## config.mk

```make
export PLATFORM = sky130hd
export DESIGN_NAME = inst_buf
export DESIGN_NICKNAME = d
export VERILOG_FILES = /design/src/rtl/inst_buf.sv
export SDC_FILE = /design/constraint.sdc
export NUM_CORES = 1
export LEC_CHECK = 0
export CAP_MARGIN = 20
export CORE_MARGIN = 2
export CORE_UTILIZATION = 45
export DETAILED_ROUTE_END_ITERATION = 10
export GPL_ROUTABILITY_DRIVEN = 1
export GPL_TIMING_DRIVEN = 0
export PLACE_DENSITY = 0.67
export SETUP_SLACK_MARGIN = 0.5
export SYNTH_ARGS = -nofsm -noshare
export SYNTH_HDL_FRONTEND = slang
export SYNTH_SLANG_ARGS = --single-unit
```

## constraint.sdc

```tcl
create_clock -name clk -period 7.6 [get_ports clk]
set_clock_uncertainty 0.15 [all_clocks]
set_input_delay 1.52 -clock clk [delete_from_list [all_inputs] [get_ports clk]]
set_output_delay 1.52 -clock clk [all_outputs]
set_load 0.02 [all_outputs]
```

## src/rtl/inst_buf.sv

```systemverilog
// inst_buf: fetch-to-decode FIFO carrying bound {pc, inst} pairs to the decoder.
// Define INST_BUF_BYPASS_EN to pass an instruction straight through an empty buffer.
module inst_buf #(
   parameter int DATA_WIDTH = 64,
   parameter int INST_WIDTH = 32,
   parameter int DEPTH      = 4
) (
   input  logic                      clk,
   input  logic                      rst,
   input  logic                      flush,
   input  logic                      in_valid,
   output logic                      in_ready,
   input  logic [DATA_WIDTH-1:0]     in_pc,
   input  logic [INST_WIDTH-1:0]     in_inst,
   output logic                      out_valid,
   input  logic                      out_ready,
   output logic [DATA_WIDTH-1:0]     out_pc,
   output logic [INST_WIDTH-1:0]     out_inst,
   output logic [$clog2(DEPTH):0]    count
);
   localparam int AW = $clog2(DEPTH);
   localparam logic [AW:0] FULL = (AW+1)'(DEPTH);
   logic [DATA_WIDTH-1:0] r_pc   [DEPTH];
   logic [INST_WIDTH-1:0] r_inst [DEPTH];
   logic [AW-1:0]         r_rd, r_wr;
   logic [AW:0]           r_count;
   logic                  w_byp, w_push, w_pop, w_empty;
   assign w_empty  = (r_count == '0);
`ifdef INST_BUF_BYPASS_EN
   assign w_byp    = w_empty && in_valid && !flush;
`else
   assign w_byp    = 1'b0;
`endif
   assign count    = r_count;
   assign in_ready = (r_count < FULL);
   // a bypassed instruction taken by decode the same cycle is never stored
   assign w_push   = in_valid && in_ready && !flush && !(w_byp && out_ready);
   assign w_pop    = !w_empty && out_ready && !flush;
   assign out_valid = !w_empty || w_byp;
   assign out_pc    = !w_empty ? r_pc[r_rd]   : (w_byp ? in_pc   : '0);
   assign out_inst  = !w_empty ? r_inst[r_rd] : (w_byp ? in_inst : '0);
   always_ff @(posedge clk) begin
      if (rst || flush) begin
         r_rd    <= '0;
         r_wr    <= '0;
         r_count <= '0;
      end else begin
         if (w_push) r_wr <= r_wr + 1'b1;
         if (w_pop)  r_rd <= r_rd + 1'b1;
         r_count <= r_count + (AW+1)'(w_push) - (AW+1)'(w_pop);
      end
   end
   always_ff @(posedge clk) begin
      if (w_push) begin
         r_pc[r_wr]   <= in_pc;
         r_inst[r_wr] <= in_inst;
      end
   end
endmodule

```

Word level (Yosys, flattened, before mapping)
Memories as Yosys holds them, arrays and structs flattened. A register that Yosys moved wholly into a read port is not among the register bits.
Cells that the tools add are included.
{ "classes": {"n_eq_ne": 0, "reduce_logical": 8, "bitwise": 0, "multipliers": 0, "add_sub_neg": 4, "order_cmp": 1, "shift": 0, "muxes": 8, "div": 0} }
{ "ops": {"columns": ["op", "count"], "rows": [
  ["64-bit 2-to-1 mux", 1],
  ["32-bit 2-to-1 mux", 1],
  ["2-bit 2-to-1 mux", 4],
  ["2-bit by 1-bit adder with 2-bit output (second input constant)", 2],
  ["1-bit logical AND", 4],
  ["3-bit by 1-bit adder with 3-bit output", 1],
  ["3-bit logical NOT", 1],
  ["3-bit < comparator (second input constant)", 1],
  ["3-bit by 1-bit subtractor with 3-bit output", 1],
  ["1-bit logical NOT", 2],
  ["1-bit 2-to-1 mux", 2],
  ["1-bit logical OR", 1]
]} }
{ "totals": {"ramBits": 384, "romBits": 0, "latchBits": 0, "regBits": 7, "memories": 2, "inputBits": 101, "output_inout_bits": 101} }
{ "mem_list": {"columns": ["memory", "words", "word_bits", "rd", "rd_clocked_by_memory_dff", "write_ports", "line", "text"], "rows": [
  ["r_pc", 4, 64, 1, 1, 1, "23", "logic [DATA_WIDTH-1:0] r_pc [DEPTH];"],
  ["r_inst", 4, 32, 1, 1, 1, "24", "logic [INST_WIDTH-1:0] r_inst [DEPTH];"]
]} }

Logic depth before layout (Yosys ltp)
Gate-level depths: netlist of run 1.
{ "logic_depth": {"depth_word": 6, "depth_mapped": 9, "mapped_depth_nobuf": 9} }

Least setup slack after synthesis of run 1
OpenSTA, ideal clock, no wires.
{ "synth_timing": {"path_kind": "input -> register", "start": "input port flush", "end": "memory r_inst[0][0], enable pin", "stages": 2, "setup_time_ps": 466, "arrival_ps": 4131, "t_required_ps": 6984, "n_path_buf": 0, "setup_slack_ps": 2853, "path_cell_list": "nor3b_2 > and2_1"} }
{ "synth_via": {"elab_chain_len": 4} }
{ "synth_rtl": {"columns": ["item", "line", "text"], "rows": [
  ["start: declaration", "10", "input logic flush,"],
  ["1-bit logical NOT", "37", "assign w_push = in_valid && in_ready && !flush && !(w_byp && out_ready);"],
  ["1-bit logical AND", "37", null],
  ["1-bit 2-to-1 mux", "54", "if (w_push) begin"],
  ["1-bit 2-to-1 mux (not written as such)", "56", "r_inst[r_wr] <= in_inst;"],
  ["end: declaration", "24", null]
]} }
Every way passes these cells.

Worst setup path in the final report of run 1
{ "layout_timing": {"start": "register r_count[2], in the netlist count[2]", "end": "output port out_pc[59]"} }
{ "layout_via": {"elab_chain_len": 2} }
{ "layout_rtl": {"columns": ["item", "line", "text"], "rows": [
  ["start: declaration", "26", "logic [AW:0] r_count;"],
  ["start signal: assignment", "50", "r_count <= r_count + (AW+1)'(w_push) - (AW+1)'(w_pop);"],
  ["3-bit logical NOT", "28", "assign w_empty = (r_count == '0);"],
  ["64-bit 2-to-1 mux", "40", "assign out_pc = !w_empty ? r_pc[r_rd] : (w_byp ? in_pc : '0);"],
  ["end: declaration", "17", "output logic [DATA_WIDTH-1:0] out_pc,"]
]} }
Every way passes these cells.

==> results of run 1 <==
==> cells in the final DEF, fill, tap and decap left out, types with 15 or more instances in the layout <==
| cell | n |
|---|---|
| sky130_fd_sc_hd__buf_2 | 15 |
| sky130_fd_sc_hd__and2_1 | 96 |
| sky130_fd_sc_hd__mux4_2 | 96 |
| sky130_fd_sc_hd__clkdlybuf4s50_1 | 201 |
| sky130_fd_sc_hd__edfxtp_1 | 384 |
| sky130_fd_sc_hd__clkbuf_16 | 45 |
| sky130_fd_sc_hd__clkbuf_1 | 27 |
==> kinds of logic after synthesis <==
family / Yosys count
fa+ha+maj: 7
flops: 393
buf+inv: 43
simple gates: 112
xor+xnor: 5
compound gates: 2
mux: 97
==> routing by layer <==
| metal | GRT usage, % | share of wire [%] | vias to the layer above |
|---|---|---|---|
| li1 | - | - | 3188 |
| met1 | 22.8 | 44 | 3651 |
| met2 | 27.3 | 48 | 209 |
| met3 | 4.44 | 6.6 | 45 |
| met4 | 4.12 | 1.7 | 0 |
| met5 | 0 | 0 | - |
==> final cells by class <==
class | instances | area (sq um)
Timing Repair Buffer | 205 | 2120
Sequential cell | 393 | 11700
Fill cell | 2411 | 13700
Clock inverter | 15 | 88.8
Multi-Input combinational cell | 223 | 3020
Antenna cell | 1 | 2.50
Clock buffer | 59 | 1180
Inverter | 9 | 33.8
Buffer | 34 | 200
Tap cell | 442 | 553
==> sequential cells by signal, summed over array words and instances (netlist names), named ones only <==
name and cells:
r_pc 256, count 3, r_rd 2, r_inst 128, r_wr 2
==> power groups by stage <==
stage	clock [mW]	combinational (mW)	sequential [mW]
finish	1.88	0.269	2.42
global route	2.01	0.289	2.42
detailed placement	0	0.273	2.47
CTS	1.93	0.274	2.42
global placement	0	0.267	2.47
floorplan	0	0.116	2.47
==> how the worst max path moves through the flow <==
| stage | to | slack, ns | cells past startpoint |
|---|---|---|---|
| floorplan | r_inst[0][0] | 2.85 | 2 |
| global placement | r_pc[1][55] | 0.32 | 3 |
| detailed placement | r_pc[3][55] | 3.35 | 4 |
| CTS | out_pc[59] | 2.88 | 6 |
| global route | out_pc[58] | 2.81 | 6 |
| finish | out_pc[59] | 3.02 | 6 |
==> critical path, stage by stage, from the launching register on <==
cell	delay, ns
sky130_fd_sc_hd__dfxtp_1	0.47
sky130_fd_sc_hd__or3_1	0.14
sky130_fd_sc_hd__buf_2	0.21
sky130_fd_sc_hd__clkbuf_1	0.45
sky130_fd_sc_hd__buf_2	0.32
sky130_fd_sc_hd__and2_1	0.18
sky130_fd_sc_hd__clkdlybuf4s50_1	0.61
==> results by stage, run 1 <==
Power and ir drop:
- Power comes to 4.57 mW.
- Combinational logic burns 5.9% of the power.
- The sequential fraction of design power is 53.0%.
- The share of total power in the clock network is 41.1%.
- The cell leakage power is 6.00 nW.
- The analysis attributes to net switching a power of 0.905 mW.
- In this run the power density over the cells is 242 nW/um^2.
- In this run switching power makes up 19.8% of total power.
- The internal power summed over all cells is 3.66 mW.
- The worst voltage drop across the vdd grid is 0.175 mV.

Timing:
- Setup repair after global routing left no endpoint under its margin.
- The final period utilization is 60.3%.
- Across all setup checks in the final design, the least slack found is 3.02 ns.
- The minimum clock period is 4.58 ns.
- At the pin with the least slew margin, the transition time is 0.886 ns.
- The final count of pins violating max slew is 0.
- On the final layout, the worst hold slack is 0.382 ns.
- The count of endpoints failing setup in the final report is 0.
- The worst relative slew slack is 40.9%.
- The number of hold-slack violations in the final timing report is 0.
- Setup total negative slack on the finished layout was measured at 0 ns.
- The achievable frequency is 0.218 GHz.

Placed design:
- The pre-CTS setup slack is 3.35 ns.
- The congestion estimate from routability-driven global placement came to 0.685.
- The estimated wirelength of the detail-placed design is 17,200 microns.
- After detailed placement, the design holds a cell count of 1,306.
- Once placement finished, the instance area stood at 17,600 sq um.
- The count of buffers inserted at the top-level ports is 201.

Clocking:
- The maximum number of buffers from clock root to sink is 3.
- The clock sink total is 393.
- Hold repair after CTS inserted 0 buffers.
- After clock tree synthesis, the clock-pin slew on the worst setup and hold paths is 0.06 ns.
- In this run the clock root is driven by a sky130_fd_sc_hd__clkbuf_16.
- The number of post-CTS setup repair buffers is 0.
- The insertion delay of the later-clocked pin in the worst-skew pair is 0.52 ns.
- The TritonCTS buffer count is 42.
- Once the clock tree was built, the resizer swapped 0 gates to a different size.
- The clock tree from TritonCTS is built.
- The maximum level of the CTS H-tree is 2.

Critical path:
- The endpoint required time on the critical path is 5.93 ns.
- In this run the critical register-to-register path is captured at r_inst[3][1].
- Across all register-to-register paths, the minimum setup slack is 4.98 ns.
- The critical path start-end classification is flip-flop to output pin.
- Data on the critical path arrives at its endpoint at 2.91 ns.
- The worst setup path is launched from a flip-flop.
- Along the worst path, the maximum fanout reaches 10.
- The startpoint of the lowest-slack register-to-register path is count[2].
- The most critical setup path has its startpoint at count[2].
- The worst setup path is captured at an output pin.
- The worst register-to-register path has a depth of 3.

Synth:
- Summing the areas of all compound-gate instances in the mapped netlist gives 0.109% of the synthesized area.
- Measured against the total synthesized area, the mux share comes to 14.5%.
- In this run the cell area of the synthesized design comes to 15,000 sq um.
- Synthesis produced a netlist whose cell count is 659.
- The top cell type by area accounts for 77.1% of the synthesized area.
- The mean instance size in the synthesized netlist is 22.7 sq um.
- The yosys synthesis warning count is 0.
- The net count after synthesis is 767.
- The synthesized netlist devotes 0.293% of its cell area to XOR and XNOR gates.
- Of all cell types, the one taking the most synthesized area is sky130_fd_sc_hd__edfxtp_1.
- The fraction of registers with async set/reset is 0%.
- Of the synthesized area, sequential elements account for 78.3%.
- Counting flops and latches in the post-synthesis netlist gives 393.
- After synthesis, the largest family of logic cells by area is multiplexers.
- Yosys attributes the largest share of cell area to sky130_fd_sc_hd__edfxtp_1 (77%), sky130_fd_sc_hd__mux4_2 (14%), sky130_fd_sc_hd__and2_1 (4.2%).
- In this run, synthesis inferred 384 flip-flops with an integrated enable.
- The most used standard cell by instance count after synthesis is sky130_fd_sc_hd__edfxtp_1.
- The share of synthesized cell area in and, or, nand and nor gates is 4.58%.
- The count of different cell masters after synthesis is 20.
- The post-synthesis share of cell area spent on full adders, half adders and majority gates is 0.636%.
- By count the netlist is led by sky130_fd_sc_hd__edfxtp_1 (384), sky130_fd_sc_hd__and2_1 (100), sky130_fd_sc_hd__mux4_2 (96).
- In the synthesized netlist the dominant register cell turns out to be sky130_fd_sc_hd__edfxtp_1.

Final layout:
- The area growth from synthesis to layout is 26.4%.
- After the last flow step, the layout net total stands at 1,016.
- Cells with a size suffix above 1 make up 19.0% of the layout.
- The final core utilization is 58.0%.
- The post-layout instance area is 18,900 sq um.
- Excluding fillers, the count of instances in the completed layout stands at 1,381.

Status:
- The run finished with clean final reports.

Drt:
- The iteration-0 DRC count of the detailed router is 411.
- The final route contains 7,093 vias.
- Once detail routing completed, the nets flagged for antenna violations numbered 0.
- The DRC violation count after routing is 0.
- The wire length per cell after detailed routing is 21.0 microns.
- The wire length after detailed routing is 29,000 microns.
- The number of iterations in the first detailed-routing pass is 4.
- The vias per cell is 5.14.

GRT:
- Global routing used 16.8% of the available tracks across all layers.
- The number of antenna violations at the first check in global routing is 2.
- The first global-routing pass estimated 44,900 microns of wire.
- Entering global routing, the biggest net connects 57 pins.
- Global routing finished with a remaining overflow of 0.
- The number of global-route vias before repair is 7,664.

Floorplan:
- The die is 186 microns wide.
- In this run the standard cell core region covers 32,600 sq um.
- The effective utilization at floorplan is 45.9%.
- The row count is 66.
- The die outline height is 186 microns.
- During I/O placement, the number of pins put on the boundary was 202.
- The floorplan step defined a die boundary enclosing 34,700 sq um.

Flow run:
- Max-cap violations in this run came to 0.

Hold path:
- The critical hold path startpoint is r_rd[0].
- The depth of the worst hold-timing path is 2.
- The class of the tightest hold or removal check is flip-flop to flip-flop.
Note: power is estimated with default switching activity, not from simulation.
==> inputs of run 2 (changes only) <==
--- a/config.mk
+++ b/config.mk
@@ -11,7 +11,7 @@
 export DETAILED_ROUTE_END_ITERATION = 10
 export GPL_ROUTABILITY_DRIVEN = 1
 export GPL_TIMING_DRIVEN = 0
-export PLACE_DENSITY = 0.67
+export PLACE_DENSITY = 0.7
 export SETUP_SLACK_MARGIN = 0.5
 export SYNTH_ARGS = -nofsm -noshare
 export SYNTH_HDL_FRONTEND = slang
==> constraint.sdc (replaced) <==
create_clock -name clk -period 4 [get_ports clk]
set_clock_uncertainty 0.15 [all_clocks]
set_input_delay 0.8 -clock clk [delete_from_list [all_inputs] [get_ports clk]]
set_output_delay 0.8 -clock clk [all_outputs]
set_load 0.02 [all_outputs]
==> run 2 against run 1 <==
  * Via count grew 0.20%
  * Wire length shrank 1.5%
  * Sequential cell count is the same
  * Non-clock buffer count grew 3
  * Sequential power grew 90%
  * Final cell count is essentially flat
  * Combinational power grew 87%
  * Clock power grew 100%
  * Hold slack gained 0.0056 ns
  * Clock-buffer cell count shrank 2
==> results by stage, run 2 (same netlist as run 1, synthesis figures left out) <==
GRT:
- The number of antenna violations at the first check in global routing is 2 (unchanged).
- The maximum number of pins on one net before global-route repair is 56 (-1.8%).
- The number of global-route vias before repair came to 7,621 (-0.56%).
- The aggregate global-route resource usage was 16.6% (-0.23 points).
- The first-pass GRT wire length is 44,100 microns (-1.9%).
- The overflow left after global routing is 0 (unchanged).

Power and ir drop:
- The share of total power in the clock network came to 42.6% (+1.5 points).
- The switching power share of the total is 19.3% (-0.55 points).
- The sequential fraction of design power was 51.8% (-1.2 points).
- The power share of the combinational group is 5.7% (-0.2 points).
- The worst voltage drop across the vdd grid is 0.361 mV (+110%).
- The power density of the placed cells is 466 nW/um^2 (+93%).
- The internal power summed over all cells is 7.18 mW (+96%).
- The power dissipated by switching net loads is 1.71 mW (+89%).
- The cell leakage power is 6.29 nW (+5.0%).

Final layout:
- In the layout the commonest cells are sky130_fd_sc_hd__edfxtp_1 (384), sky130_fd_sc_hd__clkdlybuf4s50_1 (161), sky130_fd_sc_hd__mux4_2 (96), sky130_fd_sc_hd__and2_1 (96), sky130_fd_sc_hd__clkbuf_16 (46).
- The final core utilization is 58.5% (+0.49 points).
- The antenna diode count is 0 (-1).
- The layout overhead on the synthesized area is 27.5%.
- The area used by multi-input combinational logic is 3020 sq um (unchanged).
- The number of fillers in the final layout is 2,385 (-1.1%).
- The most flop-heavy register is r_pc.
- The number of flip-flops in the largest register is 256 (unchanged).
- The most common cell after layout, fill and taps aside is sky130_fd_sc_hd__edfxtp_1.
- The final cell count without fillers is 1,382 (+0.072%).
- The number of nets in the layout came to 1,019 (+0.30%).
- The fraction of layout instances using a drive strength above 1 is 21.0% (+2.0 points).
- The sequential cell area came to 11,700 sq um (about the same).

Clocking:
- The cell at the root of the clock tree is sky130_fd_sc_hd__clkbuf_16.
- The maximum number of buffers from clock root to sink is 3 (unchanged).
- The maximum level of the CTS H-tree was 2 (unchanged).
- The number of post-CTS setup repair buffers came to 0 (unchanged).
- The clock tree from TritonCTS is built.
- The insertion delay of the later-clocked pin in the worst-skew pair was 0.52 ns (about the same).
- The clock-pin slew of the registers on the worst-case setup and hold paths is 0.06 ns (about the same).
- The clock sink total is 393 (unchanged).
- The TritonCTS buffer count is 42 (unchanged).

Timing:
- The number of hold-slack violations in the final timing report was 0 (unchanged).
- The final period utilization is 87.0%.
- After layout, the minimum clock period comes to 3.48 ns.
- The final count of pins violating max slew was 0 (unchanged).
- The worst relative slew slack is 53.4% (+13 points).
- Derived from the worst setup path, the maximum achievable clock frequency is 0.287 GHz.
- The slew of the pin with the lowest slew margin came to 0.698 ns (-0.188 ns).
- Setup repair after global routing could not meet its margin everywhere.
- The count of endpoints failing setup in the final report is 0 (unchanged).
- The final-layout setup total negative slack is 0 ns (unchanged).

Placed design:
- The global placer's final weighted congestion came to 0.702 (+2.5%).
- The number of cells after detailed placement is 1,309 (+0.23%).
- The count of buffers inserted at the top-level ports came to 201 (unchanged).
- The estimated wirelength of the detail-placed design came to 17,400 microns (+1.6%).

Floorplan:
- The total die area is 34,700 sq um (unchanged).
- The die outline height is 186 microns (unchanged).
- The row count is 66 (unchanged).
- The number of top-level pins was 202 (unchanged).
- The placeable core area is 32,600 sq um (unchanged).
- The effective utilization at floorplan is 45.9% (unchanged).
- The width of the chip was 186 microns (unchanged).

Critical path:
- The buffer and inverter count on the worst path is 3 (-1).
- The worst setup path is launched from a flip-flop.
- The endpoint required time on the critical path is 3.05 ns (-2.88 ns).
- On the critical path, the stage with the largest delay is an instance of sky130_fd_sc_hd__clkdlybuf4s50_1.
- The worst stage delay on the critical path came to 0.54 ns (-0.07 ns).
- The critical path in this run is classified as flip-flop to output pin.
- The data arrival time of the critical path is 2.53 ns (-0.38 ns).
- Traced cell by cell, the critical path runs through buf_6, clkbuf_4, mux4_2, and2_1, clkdlybuf4s50_1.
- The highest net fanout along the worst path was 10 (unchanged).
- The type of destination of the critical path is an output pin.
- The worst register-to-register path begins at count[2].
- In this design, the largest share of critical-path delay is due to buffers and inverters.
- The register-to-register setup slack is 1.42 ns (-3.56 ns).
- The end of the worst register-to-register path is count[2].
- The depth of the worst register-to-register path came to 9 (+6).

Drt:
- The count of nets left with antenna violations after detail routing is 0 (unchanged).
- The vias per cell is 5.14 (+0.12%).
- The DRC violation count after routing is 0 (unchanged).
- The wire length per cell after detailed routing is 20.7 microns (-1.6%).
- The number of iterations in the first detailed-routing pass was 4 (unchanged).
- The via count is 7,107 (+0.20%).
- The wire length after detailed routing came to 28,600 microns (-1.5%).
- The iteration-0 DRC count of the detailed router is 439 (+6.8%).

Hold path:
- The critical hold path startpoint is r_rd[0].
- The depth of the worst hold-timing path is 2 (unchanged).
- The hold path endpoint is r_rd[0].
- The class of the tightest hold or removal check is flip-flop to flip-flop.

Status:
- The run finished with clean final reports.

Flow run:
- The number of max-capacitance violations reported was 0 (unchanged).
run 2: cell count changes in the layout (fill, tap and decap cells not counted), sizes merged:
cell           before  now
clkinv             14   11
clkdlybuf4s50     201  161
dlygate4sd2         0   39
diode               1    0
clkinvlp            0    1
clkbuf             72   71
buf                25   27
dlymetal6s2s        0    1
bufinv              1    4
run 2: metal layers:
metal	track usage, %	wire, microns	vias to the layer above
met5	0	34	-
met4	4.00	459	4
met3	4.27	1920	40
met2	27.4	13900	207
met1	22.1	12200	3674
li1	-	-	3182
run 2: power by group through the flow:
stage | clock (mW) | combinational, mW | sequential [mW]
floorplan | 0 | 0.221 | 4.69
global placement | 0 | 0.504 | 4.69
detailed placement | 0 | 0.522 | 4.69
CTS | 3.89 | 0.512 | 4.60
global route | 4.05 | 0.540 | 4.61
finish | 3.79 | 0.503 | 4.60
run 2: final cells by class:
type                            count  share of cell area [%]
Clock inverter                     16                   0.912
Multi-Input combinational cell    223                    15.8
Buffer                             34                    1.29
Clock buffer                       57                    6.25
Inverter                            9                   0.177
Sequential cell                   393                    61.4
Tap cell                          442                    2.90
Timing Repair Buffer              208                    11.2
run 2: metrics by stage:
step	hold slack (ns)	setup WS, ns	instance area [sq um]	total power [mW]
after floorplan	0.335	1.02	15000	4.91
after global placement	0.360	-0.564	17500	5.20
after detailed placement	0.359	0.533	17700	5.21
after CTS	0.383	0.337	19100	9.00
after global routing	0.411	0.387	19100	9.20
final	0.388	0.521	19100	8.89
run 2: worst max path at each step:
stage	from	end	slack [ns]	cells after the start
floorplan	flush	r_inst[0][0]	1.02	2
global placement	flush	r_inst[0][16]	-0.56	3
detailed placement	flush	count[2]	0.53	10
CTS	flip-flop	out_pc[31]	0.34	5
global route	flip-flop	out_pc[24]	0.39	5
finish	flip-flop	out_pc[19]	0.52	5
run 2: repair_timing:
action                     4_1_cts  5_1_grt
hold buffers                     0        0
gates resized for setup         55       17
setup endpoints to repair       97       51
run 2: worst register-to-register path: stages (launching register included):
cell and delay, ns:
sky130_fd_sc_hd__dfxtp_2 0.37, sky130_fd_sc_hd__nor3b_2 0.51, sky130_fd_sc_hd__inv_1 0.11, sky130_fd_sc_hd__ha_1 0.30, sky130_fd_sc_hd__inv_1 0.04, sky130_fd_sc_hd__ha_1 0.19
sky130_fd_sc_hd__fa_1 0.41, sky130_fd_sc_hd__xnor2_1 0.18, sky130_fd_sc_hd__xnor2_1 0.14, sky130_fd_sc_hd__nor2_1 0.06
==> inputs of run 3 (changes only) <==
--- a/config.mk
+++ b/config.mk
@@ -8,11 +8,14 @@
 export CAP_MARGIN = 20
 export CORE_MARGIN = 2
 export CORE_UTILIZATION = 45
+export CTS_BUF_LIST = sky130_fd_sc_hd__clkbuf_4 sky130_fd_sc_hd__clkbuf_8
 export DETAILED_ROUTE_END_ITERATION = 10
 export GPL_ROUTABILITY_DRIVEN = 1
 export GPL_TIMING_DRIVEN = 0
 export PLACE_DENSITY = 0.7
+export REMOVE_ABC_BUFFERS = 1
 export SETUP_SLACK_MARGIN = 0.5
 export SYNTH_ARGS = -nofsm -noshare
 export SYNTH_HDL_FRONTEND = slang
 export SYNTH_SLANG_ARGS = --single-unit
+export TNS_END_PERCENT = 20
==> run 3 against run 2 <==
  * Hold slack gained 0.00061 ns
  * Sequential power is essentially flat
  * Worst setup slack lost 0.044 ns
  * First-iteration DRC count shrank 1.8%
  * Sequential cell count is the same
  * Die area is the same
  * Sequential share of layout area shrank 0.49 points
  * Core utilization grew 0.52 points
  * Final cell count grew 2.8%
  * Critical path type unchanged
  * Largest cell class unchanged
  * Highest routed layer is now met4
==> results by stage, run 3 (same netlist as run 1, synthesis figures left out) <==
Status:
- The run finished with clean final reports.

Drt:
- The number of iterations in the first detailed-routing pass was 4 (unchanged).
- The highest metal layer carrying signal wires in the routed design is met4.
- The vias per cell came to 5.12 (-0.42%).
- The iteration-0 DRC count of the detailed router was 431 (-1.8%).
- The met3 routed wirelength came to 2030 microns (+5.8%).
- The met1 wire length is 13,100 microns (+7.3%).
- The count of nets left with antenna violations after detail routing is 0 (unchanged).
- The wire length per cell after detailed routing is 21.1 microns (+2.0%).
- The routed wire length on met2 is 14,400 microns (+3.3%).
- The via count is 7,277 (+2.4%).
- The DRC violation count after routing is 0 (unchanged).
- The wire length after detailed routing is 30,000 microns (+4.9%).

Floorplan:
- The placeable core area is 32,600 sq um (unchanged).
- The die outline height is 186 microns (unchanged).
- The row count is 66 (unchanged).
- The number of top-level pins came to 202 (unchanged).
- The width of the chip is 186 microns (unchanged).
- The effective utilization at floorplan is 45.9% (unchanged).
- The total die area is 34,700 sq um (unchanged).

GRT:
- The number of global-route vias before repair is 7,925 (+4.0%).
- The number of antenna violations at the first check in global routing is 2 (unchanged).
- The first-pass GRT wire length is 46,100 microns (+4.5%).
- The overflow left after global routing came to 0 (unchanged).
- The maximum number of pins on one net before global-route repair is 70 (+25%).
- The aggregate global-route resource usage is 17.5% (+0.97 points).

Final layout:
- The post-layout instance area was 19,200 sq um (+0.89%).
- The sequential cell area was 11,700 sq um (about the same).
- The area growth from synthesis to layout is 28.6%.
- The register with the most flip-flops in the final layout is r_pc.
- The number of fillers in the final layout is 2,382 (-0.13%).
- The number of nets in the layout is 1,035 (+1.6%).
- The area used by multi-input combinational logic is 3030 sq um (+0.41%).
- The top cell types in the final layout, fill and taps aside, are sky130_fd_sc_hd__edfxtp_1 (384), sky130_fd_sc_hd__clkdlybuf4s50_1 (163), sky130_fd_sc_hd__mux4_2 (96), sky130_fd_sc_hd__and2_1 (96), sky130_fd_sc_hd__clkbuf_8 (71).
- The fraction of layout instances using a drive strength above 1 is 25.1% (+4.1 points).
- The library cell used most frequently in the layout, excluding fill and tap cells, is sky130_fd_sc_hd__edfxtp_1.
- The number of flip-flops in the largest register is 256 (unchanged).

Timing:
- The number of hold-slack violations in the final timing report is 0 (unchanged).
- The final-layout setup total negative slack is 0 ns (unchanged).
- The achievable frequency is 0.284 GHz (-1.3%).
- The smallest setup slack after layout is 0.477 ns (-0.0443 ns).
- The count of endpoints failing setup in the final report came to 0 (unchanged).
- The final period utilization came to 88.1% (+1.1 points).
- The worst relative slew slack is 46.8% (-6.7 points).
- Setup repair after global routing could not meet its margin everywhere.
- The final count of pins violating max slew is 0 (unchanged).
- The slew of the pin with the lowest slew margin is 0.798 ns (+0.0999 ns).
- The minimum clock period was 3.52 ns (+0.0443 ns).

Critical path:
- The critical path start-end classification is flip-flop to output pin.
- The data arrival time of the critical path is 2.57 ns (+0.04 ns).
- The critical path goes through bufbuf_16, mux4_2, and2_1, clkdlybuf4s50_1.
- The endpoint required time on the critical path is 3.05 ns (about the same).
- The highest net fanout along the worst path was 20 (+10).
- Grouping stages by cell kind, the critical path spends the most delay in buffers and inverters.
- The launching element type of the critical path is a flip-flop.
- The worst stage delay on the critical path is 0.54 ns (about the same).
- The depth of the worst register-to-register path is 3 (-6).
- The buffer and inverter count on the worst path was 2 (-1).
- STA classifies the critical path endpoint as an output pin.
- The startpoint of the lowest-slack register-to-register path is count[2].
- The register-to-register setup slack is 1.40 ns (-0.02 ns).
- On the critical path, the stage with the largest delay is an instance of sky130_fd_sc_hd__clkdlybuf4s50_1.
- The logic depth of the worst setup path including buffers is 4 (-1).
- In this run the critical register-to-register path is captured at r_inst[0][13].
- The last element of the critical path is out_inst[10].

Power and ir drop:
- The sequential fraction of design power is 53.3% (+1.5 points).
- The power share of the combinational group is 5.9% (+0.2 points).
- The internal power summed over all cells was 6.87 mW (-4.4%).
- The worst voltage drop across the vdd grid was 0.309 mV (-15%).
- The power dissipated by switching net loads is 1.77 mW (+3.6%).
- The cell leakage power is 6.51 nW (+3.5%).
- The switching power share of the total is 20.5% (+1.3 points).
- The share of total power in the clock network is 40.8% (-1.8 points).
- The power density of the placed cells is 449 nW/um^2 (-3.7%).

Clocking:
- The cell at the root of the clock tree is sky130_fd_sc_hd__clkbuf_8.
- The insertion delay of the later-clocked pin in the worst-skew pair is 0.55 ns (+0.03 ns).
- TritonCTS built the clock tree.
- The cts-stage hold buffer count came to 0 (unchanged).
- The clock-pin slew of the registers on the worst-case setup and hold paths is 0.06 ns (about the same).
- The maximum level of the CTS H-tree came to 3 (+1).
- The clock sink total is 393 (unchanged).
- The maximum number of buffers from clock root to sink came to 3 (unchanged).
- The TritonCTS buffer count came to 66 (+57%).

Hold path:
- The class of the tightest hold or removal check is flip-flop to flip-flop.

Placed design:
- The count of buffers inserted at the top-level ports is 201 (unchanged).
- The estimated wirelength of the detail-placed design was 15,500 microns (-11%).
- The global placer's final weighted congestion came to 0.654 (-6.8%).
- The pre-CTS setup slack is 0.187 ns (-0.346 ns).
- The placed standard-cell area is 17,600 sq um (-0.62%).

Flow run:
- The number of max-capacitance violations reported is 0 (unchanged).
run 3: final cells by class:
type	count	area share, %
multi-input combinational	224	15.8
antenna	2	0.0260
sequential	393	60.9
tap	442	2.87
clock buffer	90	5.82
timing repair buffer	233	13.4
inverter	9	0.176
clock inverter	28	1.05
run 3: what timing repair did:
action,in CTS,in global routing
pin swaps,1,0
setup endpoints to repair,96,68
gates resized for setup,31,15
buffers inserted,4,16
gates cloned,4,0
run 3: how the worst min path moves through the flow:
stage,start,end,cells after the start
2_1_floorplan,r_rd[1],flip-flop,2
3_3_place_gp,r_rd[1],flip-flop,2
3_5_place_dp,r_rd[0],flip-flop,2
4_1_cts,r_rd[0],flip-flop,2
5_1_grt,r_rd[0],flip-flop,2
6_report,r_rd[0],flip-flop,2
run 3: worst min-delay path, stage by stage (launching register included):
cell,delay [ns]
sky130_fd_sc_hd__dfxtp_1,0.34
sky130_fd_sc_hd__xor2_1,0.09
sky130_fd_sc_hd__nor2_1,0.07
run 3: through the flow:
stage | util (%) | cells | hold slack, ns | power [mW]
floorplan | - | 625 | 0.335 | 4.91
global placement | 53.1 | 1268 | 0.352 | 5.20
detailed placement | 53.9 | 1277 | 0.369 | 5.20
CTS | 58.4 | 1403 | 0.386 | 8.75
global route | 59.0 | 1419 | 0.421 | 8.98
finish | 59.0 | 1421 | 0.388 | 8.64
run 3: power groups by stage:
stage | clock network [mW] | logic [mW] | registers (mW)
floorplan | 0 | 0.208 | 4.70
global placement | 0 | 0.489 | 4.71
detailed placement | 0 | 0.509 | 4.69
CTS | 3.63 | 0.515 | 4.61
global route | 3.83 | 0.549 | 4.61
finish | 3.52 | 0.512 | 4.61
run 3: routing by layer:
metal | up-vias | GRT usage, %
li1 | 3228 | -
met1 | 3779 | 23.4
met4 | 0 | 4.92
met2 | 232 | 27.9
met5 | - | 0
met3 | 38 | 5.64
